## src/rtl/div_job_sequencer.sv

```systemverilog
// div_job_sequencer: buffers operand pairs, issues one divide job at a time,
// and returns each quotient/remainder with a status code on a valid/ready port.
module div_job_sequencer #(
  parameter int WIDTH   = 4,
  parameter int DEPTH   = 2,
  parameter int TIMEOUT = 31
) (
  input  logic             clk,
  input  logic             rst,
  input  logic             in_valid,
  output logic             in_ready,
  input  logic [WIDTH-1:0] in_x,
  input  logic [WIDTH-1:0] in_y,
  output logic [WIDTH-1:0] div_x,
  output logic [WIDTH-1:0] div_y,
  output logic             go,
  output logic             error,
  input  logic             div_done,
  input  logic [WIDTH-1:0] div_q,
  input  logic [WIDTH-1:0] div_r,
  output logic             out_valid,
  input  logic             out_ready,
  output logic [WIDTH-1:0] out_q,
  output logic [WIDTH-1:0] out_r,
  output logic [1:0]       out_status,
  output logic             busy
);
  localparam int AW = $clog2(DEPTH);
  localparam int CW = AW + 1;
  localparam int TW = $clog2(TIMEOUT + 1);
  typedef enum logic [1:0] {IDLE, ISSUE, WAIT, RESP} state_t;
  state_t state_q, state_d;
  logic [WIDTH-1:0] mem_x_q [DEPTH];
  logic [WIDTH-1:0] mem_x_d [DEPTH];
  logic [WIDTH-1:0] mem_y_q [DEPTH];
  logic [WIDTH-1:0] mem_y_d [DEPTH];
  logic [AW-1:0] wr_ptr_q, wr_ptr_d, rd_ptr_q, rd_ptr_d;
  logic [CW-1:0] cnt_q, cnt_d;
  logic [TW-1:0] timer_q, timer_d;
  logic [WIDTH-1:0] div_x_q, div_x_d, div_y_q, div_y_d;
  logic [WIDTH-1:0] out_q_q, out_q_d, out_r_q, out_r_d;
  logic [1:0] out_status_q, out_status_d;
  logic go_q, go_d, error_q, error_d, out_valid_q, out_valid_d;
  logic push, pop;
  assign in_ready   = cnt_q != CW'(DEPTH);
  assign push       = in_valid && in_ready;
  assign busy       = state_q != IDLE || cnt_q != '0;
  assign div_x      = div_x_q;
  assign div_y      = div_y_q;
  assign go         = go_q;
  assign error      = error_q;
  assign out_valid  = out_valid_q;
  assign out_q      = out_q_q;
  assign out_r      = out_r_q;
  assign out_status = out_status_q;
  always_comb begin
    mem_x_d = mem_x_q;
    mem_y_d = mem_y_q;
    if (push) begin
      mem_x_d[wr_ptr_q] = in_x;
      mem_y_d[wr_ptr_q] = in_y;
    end
    state_d      = state_q;
    div_x_d      = div_x_q;
    div_y_d      = div_y_q;
    timer_d      = timer_q;
    out_q_d      = out_q_q;
    out_r_d      = out_r_q;
    out_status_d = out_status_q;
    pop          = 1'b0;
    case (state_q)
      IDLE: if (cnt_q != '0) begin
        pop     = 1'b1;
        div_x_d = mem_x_q[rd_ptr_q];
        div_y_d = mem_y_q[rd_ptr_q];
        state_d = ISSUE;
      end
      ISSUE: if (div_y_q == '0) begin
        out_q_d      = '1;
        out_r_d      = div_x_q;
        out_status_d = 2'b01;
        state_d      = RESP;
      end else begin
        timer_d = '0;
        state_d = WAIT;
      end
      WAIT: if (div_done) begin
        out_q_d      = div_q;
        out_r_d      = div_r;
        out_status_d = 2'b00;
        state_d      = RESP;
      end else if (timer_q == TW'(TIMEOUT - 1)) begin
        out_q_d      = '0;
        out_r_d      = '0;
        out_status_d = 2'b10;
        state_d      = RESP;
      end else begin
        timer_d = &timer_q ? timer_q : timer_q + 1'b1;
      end
      RESP: state_d = out_ready ? IDLE : RESP;
    endcase
    wr_ptr_d    = push ? wr_ptr_q + 1'b1 : wr_ptr_q;
    rd_ptr_d    = pop ? rd_ptr_q + 1'b1 : rd_ptr_q;
    cnt_d       = cnt_q + CW'(push) - CW'(pop);
    go_d        = state_d == ISSUE;
    error_d     = go_d && div_y_d == '0;
    out_valid_d = state_d == RESP;
  end
  always_ff @(posedge clk) begin
    mem_x_q <= mem_x_d;
    mem_y_q <= mem_y_d;
    if (rst) begin
      state_q      <= IDLE;
      wr_ptr_q     <= '0;
      rd_ptr_q     <= '0;
      cnt_q        <= '0;
      timer_q      <= '0;
      div_x_q      <= '0;
      div_y_q      <= '0;
      out_q_q      <= '0;
      out_r_q      <= '0;
      out_status_q <= 2'b00;
      go_q         <= 1'b0;
      error_q      <= 1'b0;
      out_valid_q  <= 1'b0;
    end else begin
      state_q      <= state_d;
      wr_ptr_q     <= wr_ptr_d;
      rd_ptr_q     <= rd_ptr_d;
      cnt_q        <= cnt_d;
      timer_q      <= timer_d;
      div_x_q      <= div_x_d;
      div_y_q      <= div_y_d;
      out_q_q      <= out_q_d;
      out_r_q      <= out_r_d;
      out_status_q <= out_status_d;
      go_q         <= go_d;
      error_q      <= error_d;
      out_valid_q  <= out_valid_d;
    end
  end
endmodule
```

## config.mk

```make
export PLATFORM = sky130hd
export DESIGN_NAME = div_job_sequencer
export DESIGN_NICKNAME = d
export VERILOG_FILES = /design/src/rtl/div_job_sequencer.sv
export SDC_FILE = /design/constraint.sdc
export NUM_CORES = 1
export LEC_CHECK = 0
export ABC_AREA = 0
export ABC_CLOCK_PERIOD_IN_PS = 4100
export CAP_MARGIN = 20
export CORE_MARGIN = 3
export CORE_UTILIZATION = 54
export CTS_CLUSTER_DIAMETER = 200
export DETAILED_ROUTE_END_ITERATION = 8
export GPL_TIMING_DRIVEN = 1
export PLACE_DENSITY = 0.84
export SETUP_SLACK_MARGIN = 0.5
export SLEW_MARGIN = 10
export SYNTH_ARGS = -nofsm -noshare
export SYNTH_HDL_FRONTEND = slang
export SYNTH_SLANG_ARGS = --single-unit
export TNS_END_PERCENT = 5
```

## constraint.sdc

```tcl
create_clock -name clk -period 4.1 [get_ports clk]
set_input_delay 0.82 -clock clk [delete_from_list [all_inputs] [get_ports clk]]
set_output_delay 0.82 -clock clk [all_outputs]
set_load 0.005 [all_outputs]
```

==> Yosys cells after proc, flatten, opt, wreduce, memory -nomap -nowiden <==
Index checks and enable logic that the tools add are counted.
{ "word_totals": {"register_bits": 48, "latchBits": 0, "mem_bits_rw": 0, "rom_bits": 0, "input_bits": 21, "out_inout_bits": 23, "word_cells": 90, "n_memories": 0} }
{ "op_classes": {"n_addsub": 5, "mul": 0, "div": 0, "n_lt_le_gt_ge": 3, "eq_ne": 13, "n_shift": 0, "n_mux": 36, "bitwise": 2, "n_reduce_logical": 14} }
{ "op_table": {"columns": ["cell", "count"], "rows": [
  ["4-bit 2-to-1 mux", 14],
  ["5-bit 2-to-1 mux", 4],
  ["8-bit bitwise mux", 2],
  ["4-bit case mux with 2 select lines", 2],
  ["2-bit 2-to-1 mux", 7],
  ["2-bit inequality test (second input constant)", 6],
  ["5-bit case mux with 2 select lines", 1],
  ["5-bit AND reduction", 2],
  ["4-bit logical NOT", 2],
  ["2-bit case mux with 4 select lines", 1],
  ["2-bit == test (second input constant)", 3],
  ["2-bit nonzero test", 3],
  ["5-bit by 1-bit adder with 5-bit output (second input constant)", 1],
  ["5-bit == test (second input constant)", 1],
  ["4-bit demux with 1-bit select", 1],
  ["2-bit by 1-bit == test with 1-bit output (second input constant)", 2],
  ["2-bit >= comparator (second input constant)", 2],
  ["1-bit NOT with 2-bit output", 2],
  ["2-bit case mux with 2 select lines", 1],
  ["1-bit logical AND", 3],
  ["1-bit 2-to-1 mux", 3],
  ["3-bit inequality test (second input constant)", 1],
  ["3-bit AND reduction", 1],
  ["1-bit adder (second input constant)", 2],
  ["other kinds (6)", 6]
]} }

==> Depth between registers and ports, before layout <==
Gate-level depths: netlist of the first run.
{ "logic_depth": {"word_depth": 8, "mapped_depth": 11, "mapped_depth_nobuf": 9} }

==> Least setup slack after synthesis of the first run <==
Ideal clock, no wire load.
{ "synth_timing": {"path_kind": "register to register", "startpoint": "register state_q[0]", "endpoint": "register cnt_q[1]", "arrival_time_ns": 1.919, "t_required_ns": 3.972, "path_slack_ns": 2.054, "stages_incl_launch_ff": 12, "n_path_buf": 2, "synth_period_minus_slack_ns": 2.046, "path_cell_list": "dfxtp_1 inv_1 ha_1 o21a_1 clkbuf_1 buf_2 ha_1 inv_1 ha_1 xor2_1 xnor2_1 nor2_1"} }
{ "synth_via": {"elab_chain_len": 3} }
{ "synth_rtl": {"columns": ["element", "line_no", "source"], "rows": [
  ["start, declared", "32", "state_t state_q, state_d;"],
  ["start signal, assigned", "127", "state_q <= state_d;"],
  ["2-bit logical NOT", "71", "case (state_q)"],
  ["1-bit 2-to-1 mux", "71", null],
  ["via pop", "44", "logic push, pop;"],
  ["2-bit by 1-bit subtractor with 2-bit output", "104", "cnt_d = cnt_q + CW'(push) - CW'(pop);"],
  ["end signal, assigned", "130", "cnt_q <= cnt_d;"],
  ["end, declared", "38", "logic [CW-1:0] cnt_q, cnt_d;"]
]} }
The timed path passes the listed nets, and every way through them passes these cells.
A chain may end at the register's enable or synchronous reset.

==> Worst setup path in the final report of the first run <==
{ "layout_timing": {"startpoint": "register state_q[0]", "endpoint": "output port busy"} }
{ "layout_via": {"elab_chain_len": 2} }
{ "layout_rtl": {"columns": ["element", "line_no", "source"], "rows": [
  ["2-bit nonzero test", "47", "assign busy = state_q != IDLE || cnt_q != '0;"],
  ["1-bit logical OR", "47", null],
  ["end, declared", "26", "output logic busy"]
]} }
Every way passes these cells.

==> results.toml, run 1 <==
[floorplan]
dieArea_sq_mm = 0.00474
start_util = 0.569
die_w_um = 68.8
core_sq_mm = 0.00374
io_pins = 44
rows = 22
die_y_um = 68.8

[placement]
placedCellCount = 279
place_hpwl_um = 2990
gp_congestion = 0.898
port_buffers = 43

[global_routing]
antenna_found_initial = 0
grt_pass1_wl_um = 6810
grt_max_degree = 29
grt_pass1_vias = 1548
grt_usage = 0.197
overflow = 0

[sta]
rsz0062_at_grt = "false"
setup_violations = 0
whs_ps = 473
fin_skew_ps = 8.50
fin_crit_ps = 2470
worstMarginPinSlew_ps = 637
fmax_mhz = 404
slew_headroom = 0.573
setup_tns_ps = 0
fin_crit_sh = 0.603
slew_viol_final = 0
hold_viol = 0

[logic_synthesis]
ys_warn_count = 0
synthesis.area_sq_mm = 0.00213
synth-seq-cells = 48
syn_inst = 198
synth_cell_types = 42
synthArstFlopShare = 0
synth_edf_count = 16
synth_area_leader_cell = "dfxtp_1"
netlist.area_leader.share = 0.301
ys_seq_area_frac = 0.526
synth_nets = 229
postSynthAreaPerCell_sq_um = 10.8
synthFlopType = "dfxtp_1"
yosys-top-cells-area = "dfxtp_1 30%, edfxtp_1 23%, ha_1 5.9%"

[clock_network]
postCtsSetupRepairBufs = 0
cts_made_buffers = 5
clock_path_buffers = 2
hold_buffers = 0
cts-resized-gates = 0
cts_tree = "built"
clk_pin_slew_worst_paths_ps = 90
clock-sinks = 48
clk_latency_ps = 310
clockRootBuffer = "clkbuf_8"
htree_levels = 2

[drt]
wl_per_cell_um = 14.6
drtAntennaViolNets = 0
vias = 1623
drcViolationCount = 0
routed_via_density = 5.66
wl_um = 4200
first_pass_iters = 4
drtIter0Drc = 125

[critical_path]
endpoint_kind = "output port"
critPathSlowestCell = "clkdlybuf4s50_1"
regToRegSetupSlack_ps = 1930
cpPeakStageDelay_ps = 510
worstPathCellList = "inv_1 > ha_1 > nand2_1 > clkdlybuf4s50_1"
worstSetupPathType = "reg2out"
start_kind = "flop"
arrival_ps = 1650
crit_fanout = 4
cp.required_ps = 3280

[pwr]
comb_power_share = 0.452
p_per_area_mw_per_mm2 = 714
seqPwrFrac = 0.372
leakagePower_uw = 0.000970
irDropWorstVdd_mv = 0.398
switching_share = 0.365
p_int_uw = 1220
p_sw_uw = 700
pwr-share-clk = 0.176

[status]
status = "complete, no violations"

[layout]
fin_nets = 269
diodes = 0
fin_cells = 287
nFillCells = 284
multi_input_area_sq_um = 926
syn2layout_area_growth_pct = 26.2
drive_above_1_share = 0.0837
seq_area_sq_mm = 0.00112

[run]
max_cap_viol_count = 0

[worst_hold_path]
min_path_type = "reg2reg"
==> worst max-delay path: cells and delay by family (launching register included) <==
kind	cells	cell delay (ps)
buffers and inverters	2	630
DFF	1	410
adders and majority gates	1	230
and+or+nand+nor	1	90
==> layer usage <==
metal | GRT usage | routed length [um] | share of wire
met1 | 0.224 | 1790 | 0.43
met2 | 0.349 | 2140 | 0.51
met3 | 0.0648 | 208 | 0.050
met4 | 0.0560 | 53 | 0.013
met5 | 0 | 0 | 0
==> logic make-up after synthesis <==
group / synth area share
AO/OA/AOI/OAI: 0.169
XOR/XNOR: 0.0164
adder cells (fa/ha/maj): 0.0587
buffers and inverters: 0.0393
flip-flops: 0.526
multiplexers: 0.0587
AND/OR/NAND/NOR: 0.132
==> power by group through the flow <==
stage / registers, uW / clock network [uW] / logic (uW)
4_1_cts: 713 / 345 / 872
2_1_floorplan: 702 / 0 / 600
6_report: 714 / 338 / 868
3_5_place_dp: 722 / 0 / 862
3_3_place_gp: 718 / 0 / 842
5_1_grt: 730 / 364 / 965
==> final timing paths <==
| kind | start | to | cells after the start |
|---|---|---|---|
| setup / recovery | state_q[0] | busy | 4 |
| hold / removal | out_q[0] | out_q[0] | 2 |
| setup reg to reg | state_q[0] | cnt_q[1] | 9 |
| hold reg to reg | out_q[0] | out_q[0] | 2 |
==> state kept, by name (all words and copies together), names as in the netlist <==
register,count
cnt_q,2
timer_q,5
mem_x_q,8
div_x,4
out_valid,1
mem_y_q,8
out_q,4
go,1
wr_ptr_q,1
out_status,2
rd_ptr_q,1
error,1
div_y,4
out_r,4
state_q,2
==> cells in the mapped netlist (all sizes together) (2+ instances only) <==
cell    number
edfxtp      16
a21oi       12
a31oi        3
o31ai        3
ha          10
nor2b        4
nor3         2
and2         2
dfxtp       32
a211oi       5
mux2i        8
mux2         4
xor2         2
clkbuf       9
nand2        8
xnor2        2
nor2        21
a311oi       5
buf          2
and3         2
inv          8
nand3        6
nand4        3
or4          2
nand2b       4
o21ai        9
==> layout by cell type, fill, tap and decap left out, types with 3 or more instances in the layout <==
cell type / Yosys / layout
a211oi_1: 4 / 4
mux2_2: 4 / 4
nand4_1: 3 / 3
clkbuf_8: 0 / 5
a311oi_2: 5 / 5
nand3_1: 6 / 6
ha_1: 10 / 10
edfxtp_1: 16 / 16
a21oi_1: 12 / 12
o31ai_1: 3 / 3
inv_1: 8 / 8
nor2b_1: 4 / 4
o21ai_0: 9 / 9
mux2i_1: 8 / 8
nand2b_1: 4 / 4
nand2_1: 8 / 8
dfxtp_1: 32 / 32
clkdlybuf4s50_1: 0 / 43
a31oi_1: 3 / 3
nor2_1: 21 / 21
==> per-stage QoR <==
stage / worst slack (ps) / power (uW) / instance area [sq um] / utilization
5_1_grt: 1550 / 2060 / 2690 / 0.719
3_5_place_dp: 1350 / 1580 / 2580 / 0.689
4_1_cts: 1630 / 1930 / 2690 / 0.719
6_report: 1630 / 1920 / 2690 / 0.719
2_1_floorplan: 2050 / 1300 / 2130 / -
3_3_place_gp: 1440 / 1560 / 2580 / 0.689
==> final cells by class <==
class	instances	share of cell area
clock buffer	5	0.0256
inverter	9	0.0126
timing repair buffer	44	0.163
multi-input combinational	130	0.344
tap	48	0.0223
sequential	48	0.417
clock inverter	3	0.0158
Power figures use the tool's default switching activity.
==> inputs of run 2 (changes only) <==
Settings changed: ABC_CLOCK_PERIOD_IN_PS 4100 to 2500, CORE_UTILIZATION 54 to 50, PLACE_DENSITY 0.84 to 0.78.
Clock period 4.1 ns to 2.5 ns, I/O delays scaled along.
==> run 2 against run 1 <==
Clock power increased by 61%. Non-clock buffer count grew 8. Largest cell class unchanged. Combinational power grew 77%. Clock-buffer cell count is the same. Sequential power grew 64%. Highest routed layer unchanged. Wire length is 3.8% higher.
==> results.toml, run 2 (same netlist as run 1, synthesis figures left out) <==
[clock_network]
clock-sinks = 48
htree_levels = 2
clk_latency_ps = 290
clockRootBuffer = "clkbuf_8"
cts_made_buffers = 5
cts_tree = "built"
clock_path_buffers = 2
clk_pin_slew_worst_paths_ps = 90

[layout]
drive_above_1_share = 0.154
fin_nets = 277
reg.largest.list = "mem_x_q (8), mem_y_q (8), timer_q (5)"
multi_input_area_sq_um = 956
syn2layout_area_growth_pct = 30.8
seq_area_sq_mm = 0.00112
nFillCells = 318
layout_common_cells = "43 x clkdlybuf4s50_1, 29 x dfxtp_1, 20 x nor2_1"
diodes = 0
final_common_cell = "clkdlybuf4s50_1"

[sta]
fin_skew_ps = 4.65
worstMarginPinSlew_ps = 543
hold_viol = 0
slew_headroom = 0.635
whs_ps = 476
slew_viol_final = 0
rsz0062_at_grt = "true"
fmax_mhz = 513
fin_crit_sh = 0.780
fin_crit_ps = 1950
setup_violations = 0
setup_tns_ps = 0

[critical_path]
cp-startpoint = "timer_q[0]"
worst-path-buf-inv = 0
critical-path-top-delay-family = "simple AND/OR/NAND/NOR gates"
crit_fanout = 6
worstSetupPathType = "reg2reg"
worstRegToRegCells = 7
regToRegSetupSlack_ps = 550
arrival_ps = 2180
cp.required_ps = 2730
critPathSlowestCell = "or4_4"
cpPeakStageDelay_ps = 510
endpoint = "timer_q[3]"
worstPathCellList = "ha_1 > and3_1 > ha_1 > nor2_2 > a31oi_4 > or4_4 > a21oi_2"
cpMostUsedCell = "ha_1"
r2r-end = "timer_q[3]"
start_kind = "flop"
endpoint_kind = "flop"
cp.depth = 7
worstReg2RegStart = "timer_q[0]"

[drt]
vias = 1610
wl_um = 4360
drtIter0Drc = 61
drcViolationCount = 0
first_pass_iters = 4
drtAntennaViolNets = 0
routed_via_density = 5.42
wl_per_cell_um = 14.7

[global_routing]
grt_pass1_vias = 1643
grt_max_degree = 28
grt_util_met2 = 0.330
grt_pass1_wl_um = 7250
grt_usage = 0.182
grt_busiest_layer = "met2"
antenna_found_initial = 0
overflow = 0
use_met3 = 0.0477
met1_usage = 0.208

[floorplan]
core_sq_mm = 0.00406
rows = 23
die_y_um = 71.3
start_util = 0.525
die_w_um = 71.3
dieArea_sq_mm = 0.00508
io_pins = 44

[worst_hold_path]
hold_depth = 2
min_path_type = "reg2reg"

[placement]
gp_congestion = 0.770
place_hpwl_um = 3170
port_buffers = 43

[run]
max_cap_viol_count = 0

[pwr]
p_per_area_mw_per_mm2 = 1170
irDropWorstVdd_mv = 0.634
leakagePower_uw = 0.00101

[status]
status = "complete, no violations"
==> run 2: cell type report <==
cell class	count	share of cell area
clock buffers	5	0.0247
clock inverters	3	0.0153
inverters	9	0.0121
flip-flops and latches	48	0.404
well taps	50	0.0225
multi-input cells	130	0.343
repair buffers	52	0.179
==> run 2: stage by stage <==
stage | utilization | std cells | total power [uW] | worst slack, ps | area (sq um)
after floorplan | - | 198 | 2140 | 523 | 2130
after global placement | 0.647 | 287 | 2620 | 403 | 2630
after detailed placement | 0.647 | 287 | 2660 | 337 | 2630
after CTS | 0.681 | 297 | 3250 | 490 | 2760
after global routing | 0.687 | 297 | 3490 | 448 | 2790
final | 0.687 | 297 | 3250 | 550 | 2790
==> run 2: worst reg2reg max path, cell delays in order, from the launching register on <==
cell and delay, ps:
dfxtp_2 350, ha_1 200, and3_1 180, ha_1 210
nor2_2 170, a31oi_4 130, or4_4 510, a21oi_2 140
==> run 2: worst min path at each step <==
stage | from | endpoint | slack [ps]
global placement | out_q[2] | out_q[2] | 460
floorplan | out_status[0] | out_status[0] | 460
detailed placement | out_q[2] | out_q[2] | 470
finish | out_q[2] | out_q[2] | 480
global route | out_q[2] | out_q[2] | 500
CTS | out_q[2] | out_q[2] | 480
==> run 2: repair_timing <==
action	in CTS	in global routing
resized for setup	4	7
setup endpoints to repair	2	3
hold buffers	0	0
pin swaps	0	1
buffers inserted	2	0
==> run 2: metal layers <==
metal	share of wire	wire length, um
met1	0.42	1820
met3	0.034	149
met4	0.0053	23
met2	0.54	2360
met5	0	0
==> run 2: power breakdown <==
group | switching [uW] | internal, uW
Combinational | 769 | 771
Sequential | 147 | 1020
Clock | 249 | 296
Total | 1160 | 2090
